==> src/rtl/demux_1to32_seq.sv <==
// demux_1to32_seq: registered 1-to-N demultiplexer with slot-valid tracking.
// A serial bit is steered into one of N output slots, addressed either by an
// external select or by an internal wrapping pointer. The block reports when
// every slot has been written since the last clear (full) and pulses done once
// on that transition.
// Optional feature macro: DEMUX_COLLISION_EN adds a sticky collision flag that
// marks a rewrite of an already-valid slot while the word is still filling.

// One output slot: data bit plus its written-since-clear flag.
module demux_1to32_slot (
    input  logic clk,
    input  logic i_clear,
    input  logic i_we,
    input  logic i_d,
    output logic o_q,
    output logic o_v
);

    logic r_q;
    logic r_v;

    // Clear dominates; a write captures the newest bit and marks the slot valid.
    always_ff @(posedge clk) begin
        if (i_clear) begin
            r_q <= 1'b0;
            r_v <= 1'b0;
        end else if (i_we) begin
            r_q <= i_d;
            r_v <= 1'b1;
        end
    end

    assign o_q = r_q;
    assign o_v = r_v;

endmodule

module demux_1to32_seq #(
    parameter int N     = 32,   // must equal 2**SEL_W so the pointer wraps naturally
    parameter int SEL_W = 5
) (
    input  logic             clk,
    input  logic             rst,
    input  logic             inp,
    input  logic [SEL_W-1:0] sel,
    input  logic             wr_en,
    input  logic             auto,
    input  logic             clr,
    output logic [N-1:0]     OUT,
    output logic [N-1:0]     valid_map,
    output logic [SEL_W-1:0] ptr,
    output logic             full,
    output logic             done
`ifdef DEMUX_COLLISION_EN
    ,
    output logic             collision
`endif
);

    typedef enum logic [1:0] {
        IDLE = 2'd0,
        FILL = 2'd1,
        FULL = 2'd2
    } state_t;

    state_t             r_state;
    state_t             w_state_nxt;
    logic               r_done;
    logic               w_done_nxt;
    logic [SEL_W-1:0]   r_ptr;

    logic               w_clear;
    logic               w_wr;
    logic [SEL_W-1:0]   w_addr;
    logic [N-1:0]       w_dec;
    logic [N-1:0]       w_slot_we;
    logic [N-1:0]       w_out;
    logic [N-1:0]       w_valid;
    logic [N-1:0]       w_valid_nxt;
    logic               w_complete;

    // rst and clr are interchangeable; either one discards a same-cycle write.
    assign w_clear     = rst | clr;
    assign w_wr        = wr_en & ~w_clear;
    assign w_addr      = auto ? r_ptr : sel;
    assign w_dec       = {{(N-1){1'b0}}, 1'b1} << w_addr;
    assign w_slot_we   = w_wr ? w_dec : '0;
    assign w_valid_nxt = w_valid | w_slot_we;
    assign w_complete  = w_wr & (&w_valid_nxt);

    // One slot cell per output bit.
    for (genvar g = 0; g < N; g++) begin : g_slot
        demux_1to32_slot u_slot (
            .clk     (clk),
            .i_clear (w_clear),
            .i_we    (w_slot_we[g]),
            .i_d     (inp),
            .o_q     (w_out[g]),
            .o_v     (w_valid[g])
        );
    end

    // Pointer advances only on auto-addressed writes; wraps at N-1 -> 0.
    always_ff @(posedge clk) begin
        if (w_clear) begin
            r_ptr <= '0;
        end else if (w_wr && auto) begin
            r_ptr <= r_ptr + 1'b1;
        end
    end

    // State and done-pulse registers.
    always_ff @(posedge clk) begin
        if (w_clear) begin
            r_state <= IDLE;
            r_done  <= 1'b0;
        end else begin
            r_state <= w_state_nxt;
            r_done  <= w_done_nxt;
        end
    end

    // Next state: the write that completes the map moves to FULL and arms done.
    always_comb begin
        w_state_nxt = r_state;
        w_done_nxt  = 1'b0;
        case (r_state)
            IDLE: begin
                if (w_wr) begin
                    w_state_nxt = w_complete ? FULL : FILL;
                    w_done_nxt  = w_complete;
                end
            end
            FILL: begin
                if (w_complete) begin
                    w_state_nxt = FULL;
                    w_done_nxt  = 1'b1;
                end
            end
            FULL: begin
                w_state_nxt = FULL;
            end
            default: begin
                w_state_nxt = IDLE;
            end
        endcase
    end

`ifdef DEMUX_COLLISION_EN
    logic r_collision;

    // Sticky flag: a FILL-state write to a slot that is already valid.
    always_ff @(posedge clk) begin
        if (w_clear) begin
            r_collision <= 1'b0;
        end else if (r_state == FILL && w_wr && |(w_dec & w_valid)) begin
            r_collision <= 1'b1;
        end
    end

    assign collision = r_collision;
`endif

    assign OUT       = w_out;
    assign valid_map = w_valid;
    assign ptr       = r_ptr;
    assign full      = (r_state == FULL);
    assign done      = r_done;

endmodule

==> config.mk <==
export PLATFORM = sky130hd
export DESIGN_NAME = demux_1to32_seq
export DESIGN_NICKNAME = d
export VERILOG_FILES = /design/src/rtl/demux_1to32_seq.sv
export SDC_FILE = /design/constraint.sdc
export NUM_CORES = 1
export LEC_CHECK = 0
export CAP_MARGIN = 30
export CORE_MARGIN = 1
export CORE_UTILIZATION = 45
export DETAILED_ROUTE_END_ITERATION = 16
export MAX_ROUTING_LAYER = met4
export PLACE_DENSITY_LB_ADDON = 0.12
export SKIP_LAST_GASP = 1
export SLEW_MARGIN = 20
export SYNTH_ARGS = -nofsm -noshare
export SYNTH_HDL_FRONTEND = slang
export SYNTH_HIERARCHICAL = 1
export SYNTH_SLANG_ARGS = --single-unit
==> constraint.sdc <==
create_clock -name clk -period 4.1 [get_ports clk]
set_clock_uncertainty 0.05 [all_clocks]
set_input_delay 0.82 -clock clk [delete_from_list [all_inputs] [get_ports clk]]
set_output_delay 0.82 -clock clk [all_outputs]
set_load 0.005 [all_outputs]
After elaboration in Yosys (flattened, before gate mapping)
Index checks and enable logic that the tools add are counted.
- register bits after elaboration: 72
- bits of input ports: 11
- output and inout bits: 71
- word-level logic and storage cells: 91
- add/subtract/negate cells: 1
- eq/ne operators: 4
- shift operators: 1
- multiplexer cells: 9
- bitwise operators: 5
- reductions and logical operators: 4
- operators with widths (kind ; number):
    two-way mux 32 bit ; 1
    OR 32 bit ; 1
    AND reduction 32 bit ; 1
    left shift 1 x 5 -> 32 bit, first input constant ; 1
    two-way mux 2 bit ; 3
    one-hot mux 2 bit (3 select lines) ; 1
    adder 5 x 1 -> 5 bit, second input constant ; 1
    two-way mux 5 bit ; 1
    inequality test 2 bit, second input constant ; 2
    AND 1 bit ; 2
    == test 2 x 1 -> 1 bit, second input constant ; 1
    == test 2 bit, second input constant ; 1
    zero test 2 bit ; 1
    two-way mux 1 bit ; 2
    one-hot mux 1 bit (2 select lines) ; 1
    AND reduction 2 bit ; 1
    logical AND 1 bit ; 1
    inverter 1 bit ; 1
    OR 1 bit ; 1

Logic depth before layout (Yosys ltp)
Gate-level depths: netlist of the first run.
- word-level depth: 10
- mapped depth: 10
- gate-level depth less buffers: 8

Hierarchy
The synthesis of the first run kept the hierarchy.
- by module, submodules not included (module ; times used ; cells an instance ; area an instance (µm²)):
    demux_1to32_slot ; 32 ; 6 ; 61.3
    demux_1to32_seq ; 1 ; 174 ; 1143.6

Least setup slack after synthesis of the first run
No wires, ideal clock.
- path kind: input to register
- start: in auto
- end: reg r_state[1]
- arrival: 2.619 ns
- required time: 3.864 ns
- path slack: 1.245 ns
- cell stages on the path: 8
- buffers on the path: 0
- path through: or3b_1 -> a211oi_1 -> a21oi_1 -> nor4_1 -> nand4_1 -> o21ai_2 -> mux2i_1 -> a21oi_1
- longest elaborated chain between the ends: 9
- elaborated cells on any way between the ends: 11
- those cells by class: eq/ne: 1; shift: 1; mux: 5; bitwise: 2; reduce/logical: 2
- RTL lines (what ; line ; source):
    start, declared ; 47 ; input logic auto,
    two-way mux 5 bit (*) ; 85 ; assign w_addr = auto ? r_ptr : sel;
    left shift 1 x 5 -> 32 bit (*) ; 86 ; assign w_dec = {{(N-1){1'b0}}, 1'b1} << w_addr;
    two-way mux 32 bit (*) ; 87 ; assign w_slot_we = w_wr ? w_dec : '0;
    OR 32 bit (*) ; 88 ; assign w_valid_nxt = w_valid | w_slot_we;
    AND reduction 32 bit (*) ; 89 ; assign w_complete = w_wr & (&w_valid_nxt);
    AND 1 bit (*) ; 89 ;
    two-way mux 2 bit ; 130 ; w_state_nxt = w_complete ? FULL : FILL;
    two-way mux 2 bit ; 129 ; if (w_wr) begin
    one-hot mux 2 bit (3 select lines) ; 127 ; case (r_state)
    end signal, assigned ; 118 ; r_state <= w_state_nxt;
    end, declared ; 66 ; state_t r_state;
Mark *: on every way between the ends. The rest lies on a longest branch, timed or not. The select of a mux whose other input is x is not followed.
A chain may end at the register's enable or synchronous reset.

Final worst setup path of the first run
- start: in wr_en
- end: reg r_state[1]
- longest elaborated chain between the ends: 8
- elaborated cells on any way between the ends: 11
- those cells by class: eq/ne: 2; mux: 4; bitwise: 3; reduce/logical: 2
- RTL lines (what ; line ; source):
    start, declared ; 46 ; input logic wr_en,
    AND 1 bit (*) ; 84 ; assign w_wr = wr_en & ~w_clear;
    two-way mux 32 bit ; 87 ;
    OR 32 bit ; 88 ;
    AND reduction 32 bit ; 89 ;
    AND 1 bit ; 89 ;
    two-way mux 2 bit ; 130 ;
    two-way mux 2 bit ; 129 ;
    one-hot mux 2 bit (3 select lines) ; 127 ;
Marked as above.

==> results.cfg, run 1 <==
[placed_design]
port_buffers = 81
routabilityCongestion = 1.029
setup_slack_after_placement_ns = 0.3700
placed_cells = 526
estimated_wirelength_of_the_detail_placed_design_mm = 6.228

[yosys]
synth_top_flop_cell = dfxtp_1
synth_nets = 382
post_synth_edffs = 0
synth_sequential_area_ratio_pct = 46.41
yosys_register_bits = 72
synth_area_leader_cell = dfxtp_1
synthesis.yosys.warnings = 6
syn-cell-area_um2 = 3105
synth_top_cells_by_count = 138 x nor2_1, 72 x dfxtp_1, 34 x a21oi_1, 34 x mux2i_1, 16 x nand2_1
synth_top_cell_area_share_pct = 46.41
synth.lib_cells_used.distinct = 38
synthArstFlopShare_pct = 0
synthMostInstantiatedCell = nor2_1
synth_area_per_cell_um2 = 8.485
synthesis.instances = 366
synthTopCellsByArea = dfxtp_1 46%, nor2_1 17%, mux2i_1 11%

[routing]
detail_route.iter0.violations = 264
remaining_design_rule_violation_count = 0
route.vias.total = 2959
vias_per_cell = 5.459
routed_wirelength_mm = 8.457
first_pass_iters = 5
route.antenna.remaining_nets = 0
drt-wirelength-per-cell_um = 15.60

[timing]
tightest_slew_ns = 0.6081
post-route-worst-setup-slack_ns = 0.6201
final.period_utilization_pct = 84.88
timing_hold_violations_final = 0
post-route-min-period_ns = 3.480
clock.fmax_mhz = 287.4
finalSetupViolCount = 0
rsz_0062_raised_after_global_routing = no
final_max_slew_viol_count = 0
setup_tns_ns = 0
hold_worst_slack_ns = 0.4441
relSlewSlack_pct = 58.30

[layout]
antenna-diode-count = 0
layout-drive-gt1-share_pct = 7.742
fin_nets = 476
fillerInstances = 561
areaGrowthSynthToFinish_pct = 36.42
finish.cell_count_without_fillers = 542

[floorplanning]
fp-row-count = 29
vert_die_dim_um = 85.07
fp.dieW_um = 85.07
floorplan.core_area_um2 = 6495
fp.dieArea_um2 = 7237
boundaryPins = 82
floorplan.initialDensity_pct = 47.81

[setup_path]
crit_arrival_ns = 3.64
path_cells = clkdlybuf4s50_1 > or3b_4 > a211oi_1 > a21oi_1 > nor4_1 > nand4_1 > o21ai_2 > mux2i_1 > a21oi_1
crit_path_kind = in -> reg
cp-start-kind = input pin
critical_path.top_delay_family = simple AND/OR/NAND/NOR gates
endpoint_kind = flip-flop
crit_top_cell = a21oi_1
path_buf_inv = 1
crit_required_ns = 4.26
worst-path-max-fanout = 12
critical-path-max-stage-delay_ns = 0.53
crit_slowest_cell = clkdlybuf4s50_1

[cts]
hold_buf_count_cts = 0
htree_levels = 3
path_clk_slew_ns = 0.07
clock-root-buffer = clkbuf_8
cts_tree = yes
cts_setup_buffers = 0
cts.path.max_buffers = 2
cts_made_buffers = 9
clk_latency_ns = 0.35
clock_sink_count = 72
cells_resized_by_post_cts_repair = 0

[flow_run]
maxCapViolations = 0

[pwr]
power.sequential.fraction_pct = 54.1
power.share.combinational_pct = 6.1
peakVddDrop_v = 0.0002165
internal_power_uw = 982.5
power.clock.fraction_pct = 39.8
total_power_mw = 1.296
cellPowerDensity_nw_per_um2 = 305.9
net_switching_share_of_the_total_power_pct = 24.18
power_switching_uw = 313.3
p_leak_nw = 1.370

[grt]
wire_length_of_the_first_global_routing_pass_mm = 13.54
grt_start_max_net_pins = 40
overflow = 0
groute.usage.overall_pct = 24.98
antenna_found_initial = 0
grt_pass1_vias = 2679

[run_status]
status = completed

[hold_path]
hold_class = reg -> reg
layout by cell type (no fill, tap or decap), types with 3 or more instances in the layout:
cell,netlist,layout
a211oi_2,6,6
a21oi_1,34,34
a32oi_1,3,3
buf_4,1,6
clkbuf_8,0,11
clkdlybuf4s50_1,0,81
dfxtp_1,72,72
ha_1,5,5
inv_1,4,3
mux2i_1,34,34
nand2_1,16,16
nand3b_1,4,4
nand4_1,4,4
nor2_1,138,138
nor4_1,9,9
o21a_1,3,3
xnor2_1,3,3
final timing paths:
check	from	to	slack, ns	depth (start not counted)
max	wr_en	r_state[1]$_SDFFE_PP0P_	0.62	9
min	g_slot[1].u_slot/o_q$_SDFFE_PP0P_	g_slot[1].u_slot/o_q$_SDFFE_PP0P_	0.44	2
max reg2reg	ptr[0]$_SDFFE_PP0P_	r_state[1]$_SDFFE_PP0P_	1.45	8
min reg2reg	g_slot[1].u_slot/o_q$_SDFFE_PP0P_	g_slot[1].u_slot/o_q$_SDFFE_PP0P_	0.44	2
cell families after synthesis:
| kind of cell | Yosys count | share of synthesized area (%) |
|---|---|---|
| xor+xnor | 4 | 1.128 |
| simple gates | 186 | 25.67 |
| compound gates | 55 | 11.97 |
| flops | 72 | 46.41 |
| buf+inv | 9 | 1.491 |
| fa+ha+maj | 5 | 2.015 |
| mux | 35 | 11.32 |
power by group through the flow:
stage               Clock [mW]  Sequential [mW]  Combinational (mW)
finish                   0.516            0.701              0.0786
global route             0.562            0.701              0.0849
CTS                      0.527            0.701              0.0776
detailed placement           0            0.717              0.0774
global placement             0            0.717              0.0735
floorplan                    0            0.717              0.0399
cell type report:
class                           count  area (µm²)  share of cell area (%)
Clock inverter                      4       27.53                  0.6497
Tap cell                           77       96.34                   2.274
Inverter                            4       15.01                  0.3544
Sequential cell                    72        1441                   34.02
Clock buffer                       12       155.1                   3.662
Timing Repair Buffer               88       883.3                   20.85
Multi-Input combinational cell    285        1618                   38.19
state kept, by name, summed over array words and instances, names as in the netlist:
name	flops
ptr	5
done	1
g_slot.u_slot/o_v	32
g_slot.u_slot/o_q	32
r_state	2
tightest hold or removal path, stage by stage (launching register included):
cell	delay, ns
dfxtp_1	0.33
mux2i_1	0.06
nor2_1	0.07
metal layers:
metal	track usage (%)	wire [µm]	part of all wire [%]
met1	32.86	3834	45
met2	38.05	3891	46
met3	4.183	522	6.2
met4	10.63	209	2.5
met5	-	0	0
per-stage QoR:
step / cell area [µm²] / util, %
detailed placement: 4054 / 62.42
global route: 4237 / 65.23
floorplan: 3105 / -
global placement: 4026 / 61.99
CTS: 4237 / 65.23
finish: 4237 / 65.23
Power figures use the tool's default switching activity.
==> inputs of run 2 (changes only) <==
clock period = 3.25 ns   (was 4.1 ns; I/O delays follow)
==> run 2 against run 1 <==
Register-to-register slack got worse by 0.81 ns. Wire length increased by 7.7%. Via count increased by 1.0%. Clock power increased by 42%. Critical path depth increased by 1. Non-clock buffer count increased by 17. Critical endpoint unchanged. Largest cell class unchanged. Largest power group unchanged. Highest routed layer unchanged.
==> results.cfg, run 2 (synthesis results as in run 1) <==
[layout]
mostFrequentLayoutCell = nor2_1
commonest_non_fill_non_tap_cells_in_the_layout = 138 x nor2_1, 80 x clkdlybuf4s50_1, 72 x dfxtp_1
fin_nets = 493
finish.cell_count_without_fillers = 559
stdcell_area_um2 = 4422
utilization_pct = 68.08
layout-drive-gt1-share_pct = 11.83
antenna-diode-count = 0
areaGrowthSynthToFinish_pct = 42.39

[routing]
routed_wirelength_mm = 9.105
detail_route.iter0.violations = 161
first_pass_iters = 4
drt-wirelength-per-cell_um = 16.29
route.antenna.remaining_nets = 0
vias_per_cell = 5.349
route.vias.total = 2990
remaining_design_rule_violation_count = 0

[setup_path]
endpoint_kind = flip-flop
crit_arrival_ns = 3.19
crit_path_kind = in -> reg
crit_required_ns = 3.42
cp-start-kind = input pin
setup.reg_to_reg.worst_slack_ns = 0.64
worst-path-max-fanout = 11

[placed_design]
setup_slack_after_placement_ns = -0.3037
port_buffers = 81
dpl-instance-area_um2 = 4174
routabilityCongestion = 0.8637
estimated_wirelength_of_the_detail_placed_design_mm = 6.676
placed_cells = 543

[cts]
htree_levels = 3
cts_setup_buffers = 0
hold_buf_count_cts = 0
cells_resized_by_post_cts_repair = 0
clock_sink_count = 72
path_clk_slew_ns = 0.08
cts_made_buffers = 9
cts.path.max_buffers = 2
cts_tree = yes
clock-root-buffer = clkbuf_8
clk_latency_ns = 0.35

[timing]
post-route-min-period_ns = 3.024
setup_tns_ns = 0
clock.fmax_mhz = 330.6
finalSetupViolCount = 0
hold_worst_slack_ns = 0.4481
tightest_slew_ns = 0.6365
relSlewSlack_pct = 56.35
final_max_slew_viol_count = 0
timing_hold_violations_final = 0
post-route-worst-setup-slack_ns = 0.2256
rsz_0062_raised_after_global_routing = no
final.period_utilization_pct = 93.06

[grt]
wire_length_of_the_first_global_routing_pass_mm = 14.72
overflow = 0
grt_start_max_net_pins = 38
antenna_found_initial = 0
groute.usage.overall_pct = 27.15
grt_pass1_vias = 2934

[floorplanning]
fp.dieW_um = 85.07
vert_die_dim_um = 85.07
floorplan.core_area_um2 = 6495
floorplan.initialDensity_pct = 47.81
fp-row-count = 29
boundaryPins = 82
fp.dieArea_um2 = 7237

[pwr]
peakVddDrop_v = 0.0003763
total_power_mw = 1.729
cellPowerDensity_nw_per_um2 = 391.1
p_leak_nw = 1.467

[hold_path]
hold_class = reg -> reg

[flow_run]
maxCapViolations = 0

[run_status]
status = completed
==> run 2: cell types whose count changed in the layout (fill, tap and decap cells not counted), sizes merged <==
cell and delta:
clkbuf -2, buf +17, bufinv +1, clkinvlp +2, clkinv -1, dlymetal6s2s +1
clkdlybuf4s50 -1
==> run 2: layout make-up <==
class | instances | area (µm²)
fill | 558 | 2073
multi-input combinational | 285 | 1658
clock inverter | 6 | 67.56
clock buffer | 10 | 137.6
timing repair buffer | 105 | 1006
inverter | 4 | 15.01
tap | 77 | 96.34
sequential | 72 | 1441
==> run 2: worst max-delay path: stages <==
cell and delay, ns:
clkdlybuf4s50_1 0.47, or3b_4 0.48, a211oi_1 0.23, buf_4 0.17, a32oi_1 0.10, nor4_2 0.38
nand4_1 0.21, o21ai_2 0.21, mux2i_1 0.20, a21oi_1 0.08
==> run 2: layer usage <==
metal	track usage, %	up-vias	share of wire, %
li1	-	1478	-
met1	34.67	1412	46
met2	42.82	91	48
met3	5.058	9	5.5
met4	10.17	0	0.92
met5	-	-	0
==> run 2: power breakdown <==
part           switching (mW)  internal [mW]
Combinational          0.0689         0.0446
Clock                   0.354          0.378
Sequential            0.00143          0.882
Total                   0.424           1.30
==> run 2: worst paths after layout <==
kind | from | endpoint | cells after the start
max | wr_en | r_state[1]$_SDFFE_PP0P_ | 10
min | g_slot[26].u_slot/o_q$_SDFFE_PP0P_ | g_slot[26].u_slot/o_q$_SDFFE_PP0P_ | 2
max reg2reg | ptr[0]$_SDFFE_PP0P_ | r_state[1]$_SDFFE_PP0P_ | 9
min reg2reg | g_slot[26].u_slot/o_q$_SDFFE_PP0P_ | g_slot[26].u_slot/o_q$_SDFFE_PP0P_ | 2
==> inputs of run 3 (changes only) <==
SKIP_LAST_GASP = default   (was 1)
SLEW_MARGIN = default   (was 20)
==> results of run 3 <==
Same layout as run 2: the final DEF is identical, and so are final timing and power.
